`config.mk`:
```
export PLATFORM = sky130hd
export DESIGN_NAME = led_pattern_ctrl
export DESIGN_NICKNAME = d
export VERILOG_FILES = /design/src/rtl/led_pattern_ctrl.sv
export SDC_FILE = /design/constraint.sdc
export NUM_CORES = 1
export LEC_CHECK = 0
export CAP_MARGIN = 20
export CORE_MARGIN = 5
export CORE_UTILIZATION = 29
export DETAILED_ROUTE_END_ITERATION = 8
export SKIP_CTS_REPAIR_TIMING = 1
export SYNTH_ARGS = -nofsm -noshare
export SYNTH_HDL_FRONTEND = slang
export SYNTH_SLANG_ARGS = --single-unit
```
`constraint.sdc`:
```
create_clock -name clk -period 1.7 [get_ports clk]
set_input_delay 0.17 -clock clk [delete_from_list [all_inputs] [get_ports clk]]
set_output_delay 0.17 -clock clk [all_outputs]
set_load 0.005 [all_outputs]
```
`src/rtl/led_pattern_ctrl.sv`:
```
// led_pattern_ctrl
//   Sequencer for the 4-LED bank. Two debounced push-buttons select the display
//   pattern (up-count, down-count, scan, blink) and the step rate. An internal
//   prescaler generates a base tick every TOP+1 clocks. A small rate counter
//   divides that tick by 1, 2, 4 or 8 to produce the pattern step. Single clock
//   domain. Both button inputs are asynchronous levels and are synchronised here.
//
// Parameters
//   NUM_FF     width of the base prescaler counter
//   TOP        prescaler terminal count (base tick every TOP+1 clocks)
//
// Ports
//   clk        system clock, all logic on posedge
//   rst        synchronous, active-high reset
//   btn_mode   mode button level (debounced, asynchronous)
//   btn_speed  speed button level (debounced, asynchronous)
//   led        LED drive, 1 = on
//   mode       current pattern: 0 UP, 1 DOWN, 2 SCAN, 3 BLINK
//   speed      current rate, step period = (TOP+1) << speed clocks
//   step       one-cycle pulse, high in the cycle led takes a pattern step
//
// The mode register is the controller's state and is visible directly on the
// mode output. The scan direction is the only other piece of state.

module led_pattern_ctrl #(
    parameter int NUM_FF = 25,
    parameter int TOP    = 12499999
) (
    input  logic       clk,
    input  logic       rst,
    input  logic       btn_mode,
    input  logic       btn_speed,
    output logic [3:0] led,
    output logic [1:0] mode,
    output logic [1:0] speed,
    output logic       step
);

    typedef enum logic [1:0] {
        MODE_UP    = 2'd0,
        MODE_DOWN  = 2'd1,
        MODE_SCAN  = 2'd2,
        MODE_BLINK = 2'd3
    } mode_t;

    localparam logic [NUM_FF-1:0] TOP_CNT = NUM_FF'(TOP);

    // Bit 0 is the first synchroniser stage and bit 1 is the second.
    logic [1:0]        mode_sync;
    logic [1:0]        speed_sync;
    logic              mode_prev;
    logic              speed_prev;
    logic              mode_evt;
    logic              speed_evt;

    logic [NUM_FF-1:0] pre_cnt;
    logic              base_tick;
    logic [2:0]        rate_cnt;
    logic [2:0]        rate_last;
    logic              step_due;

    mode_t             mode_q;
    mode_t             mode_nxt;
    logic              scan_left;

    assign mode = mode_q;

    assign mode_evt  = mode_sync[1] & ~mode_prev;
    assign speed_evt = speed_sync[1] & ~speed_prev;

    assign base_tick = (pre_cnt == TOP_CNT);
    // Last rate count before a step. The values are 0, 1, 3 and 7, so the step
    // period is (TOP+1) << speed.
    assign rate_last = 3'((4'd1 << speed) - 4'd1);
    assign step_due  = base_tick && (rate_cnt == rate_last);

    assign mode_nxt  = mode_t'(mode_q + 2'd1);

    // Value led reloads to when a pattern is entered.
    function automatic logic [3:0] start_led(input mode_t m);
        logic [3:0] v;
        case (m)
            MODE_UP:    v = 4'b0000;
            MODE_DOWN:  v = 4'b1111;
            MODE_SCAN:  v = 4'b0001;
            MODE_BLINK: v = 4'b0000;
            default:    v = 4'b0000;
        endcase
        return v;
    endfunction

    always_ff @(posedge clk) begin
        if (rst) begin
            mode_sync  <= 2'b00;
            speed_sync <= 2'b00;
            mode_prev  <= 1'b0;
            speed_prev <= 1'b0;
            pre_cnt    <= '0;
            rate_cnt   <= 3'd0;
            mode_q     <= MODE_UP;
            speed      <= 2'd0;
            led        <= 4'b0000;
            scan_left  <= 1'b1;
            step       <= 1'b0;
        end else begin
            mode_sync  <= {mode_sync[0], btn_mode};
            speed_sync <= {speed_sync[0], btn_speed};
            mode_prev  <= mode_sync[1];
            speed_prev <= speed_sync[1];
            step       <= 1'b0;

            if (mode_evt || speed_evt) begin
                // A button event restarts the step timebase. It overrides a
                // step that would have fired on the same edge.
                pre_cnt  <= '0;
                rate_cnt <= 3'd0;
                if (speed_evt) begin
                    speed <= speed + 2'd1;
                end
                if (mode_evt) begin
                    mode_q    <= mode_nxt;
                    led       <= start_led(mode_nxt);
                    scan_left <= 1'b1;
                end
            end else begin
                pre_cnt <= base_tick ? '0 : pre_cnt + NUM_FF'(1);
                if (base_tick) begin
                    if (step_due) begin
                        rate_cnt <= 3'd0;
                        step     <= 1'b1;
                        case (mode_q)
                            MODE_UP:    led <= led + 4'd1;
                            MODE_DOWN:  led <= led - 4'd1;
                            MODE_BLINK: led <= ~led;
                            MODE_SCAN: begin
                                // Bounce the lit LED between the two ends. At
                                // an end the direction flips and the LED moves
                                // one position back, so each end is lit for a
                                // single step.
                                case (led)
                                    4'b0001: begin
                                        if (scan_left) begin
                                            led <= 4'b0010;
                                        end else begin
                                            scan_left <= 1'b1;
                                            led       <= 4'b0010;
                                        end
                                    end
                                    4'b0010, 4'b0100: begin
                                        led <= scan_left ? (led << 1) : (led >> 1);
                                    end
                                    4'b1000: begin
                                        if (scan_left) begin
                                            scan_left <= 1'b0;
                                            led       <= 4'b0100;
                                        end else begin
                                            led <= 4'b0100;
                                        end
                                    end
                                    default: begin
                                        // A value that is not one-hot restarts the scan.
                                        led       <= 4'b0001;
                                        scan_left <= 1'b1;
                                    end
                                endcase
                            end
                            default: led <= led;
                        endcase
                    end else begin
                        rate_cnt <= rate_cnt + 3'd1;
                    end
                end
            end
        end
    end

endmodule
```
[Word level (Yosys, flattened, before mapping)]
Cells that the tools add are included.
Storage, ports and cells
  register bits after elaboration: 44
  word-level logic and storage cells: 71
  bits of input ports: 4
  output and inout port bits: 9
Operators by class
  bitwise gates (word level): 6
  eq/ne operators: 14
  reductions and logical operators: 16
  add/subtract/negate cells: 7
  shift operators: 1
  multiplexer cells: 16
Operator list (number)
  adder 25 x 1 -> 25 bit, second input constant: 1
  == test 25 x 24 -> 1 bit, second input constant: 1
  one-hot mux 4 bit (3 select lines): 2
  two-way mux 4 bit: 5
  one-hot mux 4 bit (4 select lines): 1
  == test 2 bit, second input constant: 4
  two-way mux 1 bit: 6
  nonzero test 2 bit: 3
  OR reduction 2 bit: 3
  OR reduction 3 bit: 2
  AND reduction 5 bit: 1
  adder 2 x 1 -> 2 bit, second input constant: 2
  adder 4 x 1 -> 4 bit, second input constant: 1
  == test 2 x 1 -> 1 bit, second input constant: 2
  == test 4 x 1 -> 1 bit, second input constant: 1
  == test 4 x 2 -> 1 bit, second input constant: 1
  == test 4 x 3 -> 1 bit, second input constant: 1
  == test 4 bit, second input constant: 1
  zero test 2 bit: 2
  != test 2 bit, second input constant: 2
  inverter 4 bit: 1
  AND reduction 2 bit: 2
  subtractor 4 x 1 -> 4 bit, second input constant: 1
  adder 3 x 1 -> 3 bit, second input constant: 1
  10 further kinds: 13

[Logic depth before layout (Yosys ltp)]
Gate-level depths: netlist (run 1).
  word-level depth: 7
  mapped depth: 8
  mapped depth without buffers: 7

[Least setup slack after synthesis (run 1)]
No wires, ideal clock.
  path type: register to register
  start point: register speed[1]
  end point: register led[0]
  buffers on the path: 0
  period minus slack after synthesis: 1.746 ns
  path slack: -0.046 ns
  library setup time: 0.072 ns
  cell stages (with the launch flop): 8
  arrival: 1.675 ns
  path through: dfxtp_1 -> inv_1 -> ha_1 -> xnor2_1 -> mux2i_1 -> nor4b_4 -> or2_2 -> mux2i_1
Between the ends
  cells in the longest elaborated chain, start to end: 6
Ends and longest elaborated chain
  start: declaration: line 35  | output logic [1:0] speed,
  start signal: assignment: line 118  | speed <= speed + 2'd1;
  left shift 1 x 2 -> 3 bit: line 74  | assign rate_last = 3'((4'd1 << speed) - 4'd1);
  subtractor 3 x 1 -> 3 bit: line 74
  == test 3 bit: line 75  | assign step_due = base_tick && (rate_cnt == rate_last);
  logical AND 1 bit: line 75
  nonzero test 2 bit (no source line)
  AND reduction 3 bit (no source line)
  end signal: assignment: line 122  | led <= start_led(mode_nxt);
  end signal: assignment: line 132  | MODE_UP: led <= led + 4'd1;
  end signal: assignment: line 133  | MODE_DOWN: led <= led - 4'd1;
  end: declaration: line 33  | output logic [3:0] led,
Every way passes these cells.
A chain may end at the register's enable or synchronous reset.

[Final worst setup path (run 1)]
  start point: register pre_cnt[22]
  end point: register led[3]
Between the ends
  cells in the longest elaborated chain, start to end: 4
Ends and longest elaborated chain
  start: declaration: line 56  | logic [NUM_FF-1:0] pre_cnt;
  start signal: assignment: line 126  | pre_cnt <= base_tick ? '0 : pre_cnt + NUM_FF'(1);
  == test 25 x 24 -> 1 bit *: line 71  | assign base_tick = (pre_cnt == TOP_CNT);
  logical AND 1 bit: line 75
  nonzero test 2 bit (no source line)
  AND reduction 3 bit (no source line) *
Mark *: on every way between the ends. The rest lies on a longest branch, timed or not.

==> impl_results.html, run 1 <==
<table>
<tr><th>Metric</th><th>Value</th></tr>
<tr><th colspan="2">Route</th></tr>
<tr><td>Wire length after detailed routing</td><td>~6000 microns</td></tr>
<tr><td>First-pass DRT Iterations</td><td>4</td></tr>
<tr><td>Violation count after the first detailed-route iteration</td><td>a little over 90</td></tr>
<tr><td>Total number of vias</td><td>2235</td></tr>
<tr><td>DRC violations left</td><td>0</td></tr>
<tr><td>Drt via density</td><td>4.786</td></tr>
<tr><td>Routed len/inst</td><td>about 13 microns</td></tr>
<tr><td>Count of antenna-violating nets left after detailed routing</td><td>0</td></tr>
<tr><th colspan="2">Yosys</th></tr>
<tr><td>Sequential fraction of the synthesis area</td><td>a little over a third</td></tr>
<tr><td>Warning count from the yosys run</td><td>0</td></tr>
<tr><td>Portion of netlist area occupied by mux cells</td><td>1.619%</td></tr>
<tr><td>Post-synthesis net count</td><td>303</td></tr>
<tr><td>Area of the mapped netlist</td><td>2472 sq um</td></tr>
<tr><td>Post-synthesis simple-gate area fraction</td><td>30.82%</td></tr>
<tr><td>Complex-gate fraction of the synthesized area</td><td>9.717%</td></tr>
<tr><td>Arithmetic-cell share of the synthesized area counting full adders, half adders and majority gates</td><td>under 10%</td></tr>
<tr><td>Main combinational cell family by area after synthesis</td><td>simple AND/OR/NAND/NOR gates</td></tr>
<tr><td>Post-Synth XOR/XNOR Area</td><td>between 10% and 20%</td></tr>
<tr><td>Yosys cell types</td><td>48</td></tr>
<tr><td>Count of mapped cells out of synthesis</td><td>286</td></tr>
<tr><td>Syn Area/Cell</td><td>8.645 sq um</td></tr>
<tr><td>Number of storage elements in the synthesis netlist</td><td>44</td></tr>
<tr><th colspan="2">Die</th></tr>
<tr><td>Number of I/O pins</td><td>13</td></tr>
<tr><td>Num rows</td><td>33</td></tr>
<tr><td>Height of the chip</td><td>between 100 and 150 microns</td></tr>
<tr><td>Initial Util</td><td>about 30%</td></tr>
<tr><td>Placeable core area</td><td>8258 sq um</td></tr>
<tr><td>Horizontal die dimension</td><td>102.3 microns</td></tr>
<tr><td>Die area</td><td>10470 sq um</td></tr>
<tr><th colspan="2">Timing</th></tr>
<tr><td>Final count of pins violating max slew</td><td>0</td></tr>
<tr><td>Final period demand of the worst path</td><td>1.753 ns</td></tr>
<tr><td>Worst slew margin</td><td>70.53%</td></tr>
<tr><td>Post-route clock skew</td><td>0.005372 ns</td></tr>
<tr><td>Setup repair after global routing missed its margin</td><td>true</td></tr>
<tr><td>Number of setup violations in the final report</td><td>4</td></tr>
<tr><td>Setup ws final</td><td>-0.05283 ns</td></tr>
<tr><td>Number of failing hold endpoints at the final stage</td><td>0</td></tr>
<tr><td>Setup TNS after final layout</td><td>-0.1182 ns</td></tr>
<tr><td>Part of the cycle the worst path needs</td><td>103.1%</td></tr>
<tr><td>Timing-limited maximum frequency</td><td>570.5 MHz</td></tr>
<tr><td>Tightest Pin Transition</td><td>0.4412 ns</td></tr>
<tr><th colspan="2">Worst setup path</th></tr>
<tr><td>Largest fanout on the critical path</td><td>4</td></tr>
<tr><td>Data arrival time at the worst-slack endpoint</td><td>around 2 ns</td></tr>
<tr><td>Endpoint class of the critical path</td><td>flip-flop</td></tr>
<tr><td>Class of the most critical setup path</td><td>flip-flop to flip-flop</td></tr>
<tr><td>Element type at the critical path start</td><td>flip-flop</td></tr>
<tr><td>Required arrival time at the worst endpoint</td><td>1.92 ns</td></tr>
<tr><td>Worst Reg-to-Reg Cells</td><td>6</td></tr>
<tr><th colspan="2">GRT</th></tr>
<tr><td>Initial antenna violation count</td><td>0</td></tr>
<tr><td>Grt total ovfl</td><td>0</td></tr>
<tr><td>Via count of the first global-routing pass</td><td>2100</td></tr>
<tr><td>Pin count of the biggest net entering global routing</td><td>26</td></tr>
<tr><td>Overall routing resource usage</td><td>10.85%</td></tr>
<tr><td>First-pass GRT wire length</td><td>9190 microns</td></tr>
<tr><th colspan="2">Cells and area</th></tr>
<tr><td>Final core occ</td><td>43.00%</td></tr>
<tr><td>Layout cell share with drive strength beyond 1</td><td>a little under two fifths</td></tr>
<tr><td>Final standard cell count with taps included and fillers excluded</td><td>467</td></tr>
<tr><td>Count of nets after finishing</td><td>378</td></tr>
<tr><td>Area delta synth-&gt;final</td><td>43.62%</td></tr>
<tr><td>Total inserted antenna cells</td><td>0</td></tr>
<tr><th colspan="2">Worst hold path</th></tr>
<tr><td>Min-delay worst type</td><td>flip-flop to flip-flop</td></tr>
<tr><td>Worst hold path stage count</td><td>1</td></tr>
<tr><th colspan="2">Clock tree</th></tr>
<tr><td>Count of clock tree sinks</td><td>44</td></tr>
<tr><td>Inserted Clock Buffers</td><td>5</td></tr>
<tr><td>Cell at the root of the clock tree</td><td>sky130_fd_sc_hd__clkbuf_8</td></tr>
<tr><td>TritonCTS clock tree</td><td>yes</td></tr>
<tr><td>Buffers from clock root to sink, at most</td><td>2</td></tr>
<tr><td>Clock latency of the later-clocked register in the worst-skew pair</td><td>0.30 ns</td></tr>
<tr><td>Reg clk slew, reported paths</td><td>~0.080 ns</td></tr>
<tr><td>H-Tree Depth</td><td>2</td></tr>
<tr><th colspan="2">Placed design</th></tr>
<tr><td>Number of cells after detailed placement</td><td>455</td></tr>
<tr><td>IO buf count</td><td>12</td></tr>
<tr><td>Estimated wirelength of the detail-placed design</td><td>4188 microns</td></tr>
<tr><td>Weighted congestion at the end of routability-driven global placement</td><td>0.9245</td></tr>
<tr><th colspan="2">Power</th></tr>
<tr><td>Leak</td><td>1.422 nW</td></tr>
<tr><td>Total power divided by cell area</td><td>571.2 nW/um^2</td></tr>
<tr><td>Max rail drop VDD</td><td>214.8 uV</td></tr>
<tr><th colspan="2">Run status</th></tr>
<tr><td>Result of the run</td><td>complete, but fails checks</td></tr>
<tr><td>Failing checks</td><td>setup timing</td></tr>
<tr><th colspan="2">Flow run</th></tr>
<tr><td>Count of maximum capacitance violations</td><td>0</td></tr>
</table>
## final cells by class
cell class	count	area [sq um]
clock buffer	6	82.58
clock inverter	2	10.01
inverter	16	60.06
tap	105	131.4
timing repair buffer	79	660.6
fill	806	4707
multi-input combinational	215	1703
sequential	44	903.4
## cell usage in the layout, fill, tap and decap left out, types with 2 or more instances in the layout
cell / netlist / layout
sky130_fd_sc_hd__inv_2: 0 / 3
sky130_fd_sc_hd__nand2_1: 20 / 19
sky130_fd_sc_hd__a2111oi_2: 0 / 3
sky130_fd_sc_hd__xor2_1: 10 / 10
sky130_fd_sc_hd__a21oi_1: 11 / 11
sky130_fd_sc_hd__ha_2: 0 / 3
sky130_fd_sc_hd__nand3b_1: 4 / 4
sky130_fd_sc_hd__nor4_4: 0 / 2
sky130_fd_sc_hd__inv_1: 16 / 13
sky130_fd_sc_hd__buf_4: 3 / 63
sky130_fd_sc_hd__o31ai_1: 4 / 3
sky130_fd_sc_hd__o21ai_0: 7 / 6
sky130_fd_sc_hd__dfxtp_2: 0 / 12
sky130_fd_sc_hd__nor2_1: 32 / 32
sky130_fd_sc_hd__ha_4: 0 / 2
sky130_fd_sc_hd__ha_1: 13 / 8
sky130_fd_sc_hd__nand4_1: 6 / 6
sky130_fd_sc_hd__nand3_1: 16 / 15
sky130_fd_sc_hd__and4_1: 3 / 3
sky130_fd_sc_hd__nor2b_1: 10 / 9
sky130_fd_sc_hd__nor2_2: 4 / 4
sky130_fd_sc_hd__nand2b_1: 8 / 6
sky130_fd_sc_hd__nand4b_1: 2 / 2
sky130_fd_sc_hd__nand2b_4: 0 / 2
sky130_fd_sc_hd__dfxtp_4: 0 / 2
sky130_fd_sc_hd__xnor2_2: 0 / 3
sky130_fd_sc_hd__nor4b_2: 0 / 3
sky130_fd_sc_hd__clkdlybuf4s50_1: 0 / 12
sky130_fd_sc_hd__mux2i_1: 4 / 3
sky130_fd_sc_hd__dfxtp_1: 44 / 30
sky130_fd_sc_hd__nor4_1: 4 / 2
sky130_fd_sc_hd__clkinv_2: 0 / 2
sky130_fd_sc_hd__and3_2: 2 / 2
sky130_fd_sc_hd__clkbuf_8: 1 / 6
sky130_fd_sc_hd__buf_6: 1 / 2
sky130_fd_sc_hd__nor3_4: 2 / 5
sky130_fd_sc_hd__nor3_1: 8 / 7
sky130_fd_sc_hd__xnor2_1: 19 / 15
sky130_fd_sc_hd__o211ai_1: 2 / 2
## kinds of logic (layout without fill, tap and decap cells)
| logic type | Yosys count | count (layout) |
|---|---|---|
| AO/OA/AOI/OAI | 36 | 36 |
| XOR/XNOR | 29 | 29 |
| adder cells (fa/ha/maj) | 13 | 13 |
| buffers and inverters | 27 | 103 |
| flip-flops | 44 | 44 |
| multiplexers | 4 | 4 |
| AND/OR/NAND/NOR | 133 | 133 |
## flip-flops by register name (all words and copies together) (netlist names)
| register | count |
|---|---|
| mode | 2 |
| mode_sync | 2 |
| scan_left | 1 |
| speed_sync | 2 |
| mode_prev | 1 |
| led | 4 |
| speed_prev | 1 |
| pre_cnt | 25 |
| speed | 2 |
| rate_cnt | 3 |
| step | 1 |
## where the power goes
group	total, W	switching (W)	internal (W)
Clock	0.000666	0.000342	0.000324
Sequential	0.00106	0.0000156	0.00105
Combinational	0.000298	0.000140	0.000158
## worst max-delay path: stages, from the launching register on
cell                      delay (ns)
sky130_fd_sc_hd__dfxtp_2        0.33
sky130_fd_sc_hd__nor4b_2        0.34
sky130_fd_sc_hd__nand4_1        0.23
sky130_fd_sc_hd__nor4b_4        0.40
sky130_fd_sc_hd__buf_4          0.18
sky130_fd_sc_hd__o31ai_2        0.05
sky130_fd_sc_hd__a21oi_1        0.15
## final timing paths
path | slack (ns) | end | from
worst max-delay path | -0.05 | led[3]$_SDFFE_PP0P_ | pre_cnt[22]$_SDFF_PP0_
worst min-delay path | 0.44 | speed_sync[1]$_SDFF_PP0_ | speed_sync[0]$_SDFF_PP0_
worst max register to register | -0.05 | led[3]$_SDFFE_PP0P_ | pre_cnt[22]$_SDFF_PP0_
worst min register to register | 0.44 | speed_sync[1]$_SDFF_PP0_ | speed_sync[0]$_SDFF_PP0_
## per-layer routing
metal  routed length, microns  global-route usage [%]  vias to the layer above
met3                      181                   2.730                       11
met1                     2722                   13.73                     1051
met2                     2977                   18.14                       28
met5                        0                       0                        -
li1                         -                       -                     1145
met4                       93                   3.431                        0
## cell usage after synthesis (all sizes together)
cell type,count,share of area [%]
dfxtp,44,36
nor2,36,5.9
nand2,20,3.0
xnor2,19,6.7
inv,16,2.4
nand3,16,3.2
ha,13,6.6
nor3,12,3.7
a21oi,11,2.2
nor2b,10,2.5
xor2,10,3.5
nand2b,8,2.0
buf,7,1.9
nand4,7,2.0
o21ai,7,1.4
clkbuf,4,1.0
mux2i,4,1.6
nand3b,4,1.2
nor4,4,1.0
nor4b,4,2.0
o31ai,4,1.2
a2111oi,3,1.1
and4,3,1.1
a221oi,2,0.71
and3,2,0.61
nand4b,2,0.71
o211ai,2,0.61
or4,2,0.76
a211o,1,0.35
a21o,1,0.30
a222oi,1,0.40
a22oi,1,0.30
a41o,1,0.40
and2,1,0.25
nand4bb,1,0.46
o22a,1,0.35
o31a,1,0.35
or2,1,0.25
## per-stage QoR
step | power (W) | cell area, sq um | hold WS, ns | setup slack (ns)
after CTS | 0.002008 | 3244 | 0.4389 | -0.1490
after floorplan | 0.001230 | 2487 | 0.2416 | 0.003771
after detailed placement | 0.001343 | 3152 | 0.4307 | -0.09003
after global placement | 0.001342 | 3152 | 0.4321 | -0.1235
after global routing | 0.002127 | 3551 | 0.4424 | -0.1658
final | 0.002028 | 3551 | 0.4387 | -0.05283
No activity file was read; power rests on OpenSTA's default activity.
==> run 2, diff against run 1 <==
Settings changed: GPL_ROUTABILITY_DRIVEN from default to 0, RECOVER_POWER from default to 50.
==> impl_results.html, run 2 (same netlist as run 1, synthesis figures left out) <==
<table>
<tr><th>Metric</th><th>Value</th></tr>
<tr><th colspan="2">Worst setup path</th></tr>
<tr><td>Required arrival time at the worst endpoint</td><td>1.92 ns</td></tr>
<tr><td>Reg-to-reg startpoint</td><td>pre_cnt[22]$_SDFF_PP0_</td></tr>
<tr><td>Buffering stage count on the worst path with inverters included</td><td>1</td></tr>
<tr><td>Endpoint class of the critical path</td><td>flip-flop</td></tr>
<tr><td>Family of cells with the greatest summed delay on the critical path</td><td>simple AND/OR/NAND/NOR gates</td></tr>
<tr><td>Element type at the critical path start</td><td>flip-flop</td></tr>
<tr><td>Register-to-register setup slack</td><td>-0.05 ns</td></tr>
<tr><td>Master of the slowest instance on the critical path</td><td>sky130_fd_sc_hd__nor4b_4</td></tr>
<tr><td>Sequence of cells on the critical path</td><td>nor4b_2, nand4_1, nor4b_4, buf_4, o31ai_2, a21oi_1</td></tr>
<tr><td>Largest fanout on the critical path</td><td>4</td></tr>
<tr><td>Data arrival time at the worst-slack endpoint</td><td>a little under 2 ns</td></tr>
<tr><td>Class of the most critical setup path</td><td>flip-flop to flip-flop</td></tr>
<tr><td>End of the worst register-to-register path</td><td>led[3]$_SDFFE_PP0P_</td></tr>
<tr><td>Worst Reg-to-Reg Cells</td><td>6</td></tr>
<tr><td>Biggest cell delay along the critical path</td><td>~0.4 ns</td></tr>
<tr><th colspan="2">Die</th></tr>
<tr><td>Num rows</td><td>33</td></tr>
<tr><td>Initial Util</td><td>29.94%</td></tr>
<tr><td>Height of the chip</td><td>102.3 microns</td></tr>
<tr><td>Placeable core area</td><td>8258 sq um</td></tr>
<tr><td>Number of I/O pins</td><td>13</td></tr>
<tr><td>Die area</td><td>10470 sq um</td></tr>
<tr><td>Horizontal die dimension</td><td>102.3 microns</td></tr>
<tr><th colspan="2">Route</th></tr>
<tr><td>Routed len/inst</td><td>12.79 microns</td></tr>
<tr><td>Count of antenna-violating nets left after detailed routing</td><td>0</td></tr>
<tr><td>DRC violations left</td><td>0</td></tr>
<tr><td>Total number of vias</td><td>2235</td></tr>
<tr><td>Drt via density</td><td>around 4.8</td></tr>
<tr><td>Violation count after the first detailed-route iteration</td><td>91</td></tr>
<tr><td>First-pass DRT Iterations</td><td>4</td></tr>
<tr><td>Wire length after detailed routing</td><td>around 6000 microns</td></tr>
<tr><th colspan="2">Power</th></tr>
<tr><td>Final total power</td><td>0.002028 W</td></tr>
<tr><td>Max rail drop VDD</td><td>214.8 uV</td></tr>
<tr><td>Total power divided by cell area</td><td>571.1 nW/um^2</td></tr>
<tr><td>Leak</td><td>1.429 nW</td></tr>
<tr><th colspan="2">Worst hold path</th></tr>
<tr><td>Worst hold path stage count</td><td>1</td></tr>
<tr><td>Min-delay worst type</td><td>flip-flop to flip-flop</td></tr>
<tr><td>Min-delay src</td><td>speed_sync[0]$_SDFF_PP0_</td></tr>
<tr><td>Destination of the worst hold path</td><td>speed_sync[1]$_SDFF_PP0_</td></tr>
<tr><th colspan="2">Cells and area</th></tr>
<tr><td>Max reg flops</td><td>25</td></tr>
<tr><td>Area delta synth-&gt;final</td><td>43.62%</td></tr>
<tr><td>Post-layout instance area</td><td>3551 sq um</td></tr>
<tr><td>Final core occ</td><td>43.00%</td></tr>
<tr><td>Layout cell share with drive strength beyond 1</td><td>37.02%</td></tr>
<tr><td>Total inserted antenna cells</td><td>0</td></tr>
<tr><td>Largest reg by FF count</td><td>pre_cnt</td></tr>
<tr><td>Biggest registers after layout</td><td>pre_cnt: 25 flops, led: 4 flops, rate_cnt: 3 flops</td></tr>
<tr><td>Count of nets after finishing</td><td>378</td></tr>
<tr><td>Highest-count cells in the layout ignoring fill and taps</td><td>sky130_fd_sc_hd__buf_4 (63), sky130_fd_sc_hd__nor2_1 (32), sky130_fd_sc_hd__dfxtp_1 (30), sky130_fd_sc_hd__nand2_1 (19)</td></tr>
<tr><td>Leading cell type in the layout, fill and taps excluded</td><td>sky130_fd_sc_hd__buf_4</td></tr>
<tr><th colspan="2">GRT</th></tr>
<tr><td>Via count of the first global-routing pass</td><td>2100</td></tr>
<tr><td>Overall routing resource usage</td><td>10.85%</td></tr>
<tr><td>Initial antenna violation count</td><td>0</td></tr>
<tr><td>Pin count of the biggest net entering global routing</td><td>26</td></tr>
<tr><td>First-pass GRT wire length</td><td>a little over 9000 microns</td></tr>
<tr><td>Grt total ovfl</td><td>0</td></tr>
<tr><th colspan="2">Clock tree</th></tr>
<tr><td>Buffers from clock root to sink, at most</td><td>2</td></tr>
<tr><td>Inserted Clock Buffers</td><td>5</td></tr>
<tr><td>Clock latency of the later-clocked register in the worst-skew pair</td><td>about 0.30 ns</td></tr>
<tr><td>Reg clk slew, reported paths</td><td>0.08 ns</td></tr>
<tr><td>Count of clock tree sinks</td><td>44</td></tr>
<tr><td>TritonCTS clock tree</td><td>yes</td></tr>
<tr><td>H-Tree Depth</td><td>2</td></tr>
<tr><td>Cell at the root of the clock tree</td><td>sky130_fd_sc_hd__clkbuf_8</td></tr>
<tr><th colspan="2">Timing</th></tr>
<tr><td>Final period demand of the worst path</td><td>1.753 ns</td></tr>
<tr><td>Tightest Pin Transition</td><td>0.4412 ns</td></tr>
<tr><td>Number of failing hold endpoints at the final stage</td><td>0</td></tr>
<tr><td>Timing-limited maximum frequency</td><td>570.6 MHz</td></tr>
<tr><td>Setup repair after global routing missed its margin</td><td>true</td></tr>
<tr><td>Worst hold margin</td><td>0.4387 ns</td></tr>
<tr><td>Number of setup violations in the final report</td><td>4</td></tr>
<tr><td>Final count of pins violating max slew</td><td>0</td></tr>
<tr><td>Setup ws final</td><td>-0.05259 ns</td></tr>
<tr><td>Part of the cycle the worst path needs</td><td>103.1%</td></tr>
<tr><td>Worst slew margin</td><td>70.53%</td></tr>
<tr><td>Post-route clock skew</td><td>between 0.005 and 0.006 ns</td></tr>
<tr><th colspan="2">Placed design</th></tr>
<tr><td>Worst Setup Slack post-DPL</td><td>-0.09003 ns</td></tr>
<tr><td>Instance area at placement</td><td>3152 sq um</td></tr>
<tr><td>IO buf count</td><td>12</td></tr>
<tr><td>Estimated wirelength of the detail-placed design</td><td>4188 microns</td></tr>
<tr><th colspan="2">Run status</th></tr>
<tr><td>Result of the run</td><td>complete, but fails checks</td></tr>
<tr><td>Failing checks</td><td>setup timing</td></tr>
<tr><th colspan="2">Flow run</th></tr>
<tr><td>Count of maximum capacitance violations</td><td>0</td></tr>
</table>
-- run 2: cell types whose count changed in the layout (fill, tap and decap cells not counted) --
cell	previous run	this run
sky130_fd_sc_hd__clkdlybuf4s50_1	12	10
sky130_fd_sc_hd__dlygate4sd3_1	0	2
-- run 2: per-layer routing --
layer	vias up	global-route usage, %	routed length (microns)
met3	11	2.730	181
met1	1051	13.73	2720
met2	28	18.14	2977
met4	0	3.431	93
met5	-	0	0
li1	1145	-	-
-- run 2: final cells by class --
class | count | area (sq um)
Timing Repair Buffer | 79 | 660.6
Tap cell | 105 | 131.4
Fill cell | 806 | 4707
Multi-Input combinational cell | 215 | 1703
Inverter | 16 | 60.06
Clock buffer | 6 | 82.58
Sequential cell | 44 | 903.4
Clock inverter | 2 | 10.01
-- run 2: how the worst max path moves through the flow --
stage                            from                     end  slack, ns  cells after the start
2_1_floorplan   pre_cnt[0]$_SDFF_PP0_  pre_cnt[24]$_SDFF_PP0_      0.004                      6
3_3_place_gp   pre_cnt[14]$_SDFF_PP0_     led[3]$_SDFFE_PP0P_      -0.12                      6
3_5_place_dp    speed[1]$_SDFFE_PP0P_     led[3]$_SDFFE_PP0P_      -0.09                      8
4_1_cts        pre_cnt[14]$_SDFF_PP0_     led[3]$_SDFFE_PP0P_      -0.15                      6
5_1_grt         speed[1]$_SDFFE_PP0P_     led[3]$_SDFFE_PP0P_      -0.17                      8
6_report       pre_cnt[22]$_SDFF_PP0_     led[3]$_SDFFE_PP0P_      -0.05                      6
-- run 2: through the flow --
| stage | instances | setup TNS [ns] |
|---|---|---|
| after global routing | 467 | -0.7770 |
| after detailed placement | 455 | -0.3521 |
| final | 467 | -0.1172 |
| after floorplan | 286 | 0 |
| after CTS | 463 | -1.008 |
| after global placement | 455 | -0.4885 |
-- run 2: power by group --
group	leakage [nW]	switching, W	total, W	internal [W]
logic	1.01	0.000140	0.000298	0.000158
clock network	0.0510	0.000342	0.000666	0.000324
registers	0.364	0.0000156	0.00106	0.00105
total	1.43	0.000498	0.00203	0.00153
==> run 3, diff against run 2 <==
Settings changed: CTS_BUF_LIST from default to sky130_fd_sc_hd__clkbuf_4.
==> impl_results.html, run 3 (same netlist as run 1, synthesis figures left out) <==
<table>
<tr><th>Metric</th><th>Value</th></tr>
<tr><th colspan="2">Timing</th></tr>
<tr><td>Part of the cycle the worst path needs</td><td>103.7%</td></tr>
<tr><td>Tightest Pin Transition</td><td>around 0.44 ns</td></tr>
<tr><td>Timing-limited maximum frequency</td><td>567.5 MHz</td></tr>
<tr><td>Setup ws final</td><td>-0.06217 ns</td></tr>
<tr><td>Number of setup violations in the final report</td><td>4</td></tr>
<tr><td>Post-route clock skew</td><td>0.004085 ns</td></tr>
<tr><td>Worst slew margin</td><td>70.45%</td></tr>
<tr><td>Final period demand of the worst path</td><td>roughly 1.8 ns</td></tr>
<tr><td>Number of failing hold endpoints at the final stage</td><td>0</td></tr>
<tr><td>Setup TNS after final layout</td><td>-0.1995 ns</td></tr>
<tr><td>Worst hold margin</td><td>0.3678 ns</td></tr>
<tr><td>Final count of pins violating max slew</td><td>0</td></tr>
<tr><td>Setup repair after global routing missed its margin</td><td>true</td></tr>
<tr><th colspan="2">Route</th></tr>
<tr><td>First-pass DRT Iterations</td><td>5</td></tr>
<tr><td>Total number of vias</td><td>between 2000 and 2500</td></tr>
<tr><td>Wire length after detailed routing</td><td>6218 microns</td></tr>
<tr><td>Violation count after the first detailed-route iteration</td><td>98</td></tr>
<tr><td>DRC violations left</td><td>0</td></tr>
<tr><td>Drt via density</td><td>about 4.8</td></tr>
<tr><td>Routed len/inst</td><td>around 13 microns</td></tr>
<tr><td>Count of antenna-violating nets left after detailed routing</td><td>0</td></tr>
<tr><th colspan="2">Cells and area</th></tr>
<tr><td>Biggest registers after layout</td><td>pre_cnt: 25 flops, led: 4 flops, rate_cnt: 3 flops</td></tr>
<tr><td>Leading cell type in the layout, fill and taps excluded</td><td>sky130_fd_sc_hd__buf_4</td></tr>
<tr><td>Fill count</td><td>approximately 820</td></tr>
<tr><td>Largest reg by FF count</td><td>pre_cnt</td></tr>
<tr><td>Area delta synth-&gt;final</td><td>43.98%</td></tr>
<tr><td>Max reg flops</td><td>25</td></tr>
<tr><td>Layout cell share with drive strength beyond 1</td><td>37.91%</td></tr>
<tr><td>Count of nets after finishing</td><td>between 300 and 400</td></tr>
<tr><td>Multi-input gate area in the final layout</td><td>~1700 sq um</td></tr>
<tr><td>Total inserted antenna cells</td><td>0</td></tr>
<tr><td>Highest-count cells in the layout ignoring fill and taps</td><td>sky130_fd_sc_hd__buf_4 (62), sky130_fd_sc_hd__nor2_1 (29), sky130_fd_sc_hd__dfxtp_1 (29), sky130_fd_sc_hd__nand2_1 (19)</td></tr>
<tr><td>Area taken by flip-flops and latches</td><td>912.1 sq um</td></tr>
<tr><th colspan="2">Power</th></tr>
<tr><td>Leak</td><td>~1.4 nW</td></tr>
<tr><td>Clock network power share</td><td>25.6%</td></tr>
<tr><td>Total power divided by cell area</td><td>522.9 nW/um^2</td></tr>
<tr><td>Seq pwr share</td><td>57.2%</td></tr>
<tr><td>Total net switching power</td><td>between 0.0004 and 0.0005 W</td></tr>
<tr><td>Internal power</td><td>0.001369 W</td></tr>
<tr><td>Switching fraction of total power</td><td>26.47%</td></tr>
<tr><td>Combinational share of power</td><td>17.3%</td></tr>
<tr><td>Max rail drop VDD</td><td>236.3 uV</td></tr>
<tr><th colspan="2">Worst setup path</th></tr>
<tr><td>Endpoint class of the critical path</td><td>flip-flop</td></tr>
<tr><td>Setup crit start</td><td>pre_cnt[14]$_SDFF_PP0_</td></tr>
<tr><td>Master of the slowest instance on the critical path</td><td>sky130_fd_sc_hd__nor4b_4</td></tr>
<tr><td>Biggest cell delay along the critical path</td><td>0.40 ns</td></tr>
<tr><td>Data arrival time at the worst-slack endpoint</td><td>just over 2 ns</td></tr>
<tr><td>Class of the most critical setup path</td><td>flip-flop to flip-flop</td></tr>
<tr><td>Sequence of cells on the critical path</td><td>nor4b_2, nand4_1, nor4b_4, buf_4, o31ai_1, a21oi_1</td></tr>
<tr><td>Reg-to-reg startpoint</td><td>pre_cnt[14]$_SDFF_PP0_</td></tr>
<tr><td>Required arrival time at the worst endpoint</td><td>1.99 ns</td></tr>
<tr><td>Buffering stage count on the worst path with inverters included</td><td>1</td></tr>
<tr><td>Family of cells with the greatest summed delay on the critical path</td><td>simple AND/OR/NAND/NOR gates</td></tr>
<tr><td>Largest fanout on the critical path</td><td>4</td></tr>
<tr><td>Element type at the critical path start</td><td>flip-flop</td></tr>
<tr><th colspan="2">Die</th></tr>
<tr><td>Placeable core area</td><td>slightly above 8000 sq um</td></tr>
<tr><td>Die area</td><td>10470 sq um</td></tr>
<tr><td>Initial Util</td><td>29.94%</td></tr>
<tr><td>Horizontal die dimension</td><td>102.3 microns</td></tr>
<tr><td>Num rows</td><td>33</td></tr>
<tr><td>Height of the chip</td><td>102.3 microns</td></tr>
<tr><td>Number of I/O pins</td><td>13</td></tr>
<tr><th colspan="2">Placed design</th></tr>
<tr><td>Estimated wirelength of the detail-placed design</td><td>4188 microns</td></tr>
<tr><td>IO buf count</td><td>12</td></tr>
<tr><th colspan="2">Clock tree</th></tr>
<tr><td>TritonCTS clock tree</td><td>yes</td></tr>
<tr><td>Cell at the root of the clock tree</td><td>sky130_fd_sc_hd__clkbuf_4</td></tr>
<tr><td>Inserted Clock Buffers</td><td>5</td></tr>
<tr><td>Count of clock tree sinks</td><td>44</td></tr>
<tr><td>Buffers from clock root to sink, at most</td><td>2</td></tr>
<tr><td>Reg clk slew, reported paths</td><td>0.12 ns</td></tr>
<tr><td>H-Tree Depth</td><td>2</td></tr>
<tr><td>Clock latency of the later-clocked register in the worst-skew pair</td><td>0.36 ns</td></tr>
<tr><th colspan="2">Run status</th></tr>
<tr><td>Failing checks</td><td>setup timing</td></tr>
<tr><td>Result of the run</td><td>complete, but fails checks</td></tr>
<tr><th colspan="2">GRT</th></tr>
<tr><td>First-pass GRT wire length</td><td>just over 9000 microns</td></tr>
<tr><td>Via count of the first global-routing pass</td><td>2098</td></tr>
<tr><td>Overall routing resource usage</td><td>10.87%</td></tr>
<tr><td>Grt total ovfl</td><td>0</td></tr>
<tr><td>Initial antenna violation count</td><td>0</td></tr>
<tr><td>Pin count of the biggest net entering global routing</td><td>26</td></tr>
<tr><th colspan="2">Worst hold path</th></tr>
<tr><td>Min-delay src</td><td>btn_mode</td></tr>
<tr><td>Min-delay worst type</td><td>input pin to flip-flop</td></tr>
<tr><th colspan="2">Flow run</th></tr>
<tr><td>Count of maximum capacitance violations</td><td>0</td></tr>
</table>
run 3: cell types whose count changed in the layout (fill, tap and decap cells not counted), sizes merged:
cell / previous run / this run
buf: 66 / 67
dlygate4sd3: 2 / 1
clkinv: 2 / 3
clkdlybuf4s50: 10 / 11
run 3: final timing paths:
check | end | slack [ns] | cells after the start
worst max-delay path | led[1]$_SDFFE_PP0P_ | -0.06 | 6
worst min-delay path | mode_sync[0]$_SDFF_PP0_ | 0.37 | 2
worst min register to register | speed_sync[1]$_SDFF_PP0_ | 0.45 | 1
worst max register to register | led[1]$_SDFFE_PP0P_ | -0.06 | 6
run 3: layout make-up:
type                       instances  area share, %
sequential                        44          25.62
tap                              105          3.691
clock buffer                       5          1.054
multi-input combinational        215          47.87
clock inverter                     3         0.3866
timing repair buffer              81          19.68
inverter                          16          1.687
run 3: per-layer routing:
layer	global-route usage [%]	vias to the layer above	share of wire [%]
met2	18.04	31	50
met4	3.431	0	0.66
met1	13.85	1081	46
met5	0	-	0
met3	2.730	4	3.1
li1	-	1150	-
run 3: stage by stage:
step                setup slack (ns)  cell area [sq um]  total power [W]  cells  util, %
detailed placement          -0.09003               3152         0.001343    455    38.17
finish                      -0.06217               3560         0.001861    469    43.11
global placement             -0.1235               3152         0.001342    455    38.17
CTS                          -0.1312               3203         0.001822    463    38.79
floorplan                   0.003771               2487         0.001230    286        -
global route                 -0.1678               3560         0.001966    469    43.11
run 3: power by group through the flow:
stage	Sequential (W)	Clock [W]	Combinational, W
CTS	0.00106	0.000501	0.000256
floorplan	0.00109	0	0.000139
finish	0.00106	0.000476	0.000321
global placement	0.00109	0	0.000255
detailed placement	0.00109	0	0.000255
global route	0.00107	0.000549	0.000350
run 3: worst register-to-register path: stages, from the launching register on:
cell	delay, ns
sky130_fd_sc_hd__dfxtp_1	0.35
sky130_fd_sc_hd__nor4b_2	0.34
sky130_fd_sc_hd__nand4_1	0.23
sky130_fd_sc_hd__nor4b_4	0.40
sky130_fd_sc_hd__buf_4	0.18
sky130_fd_sc_hd__o31ai_1	0.07
sky130_fd_sc_hd__a21oi_1	0.13
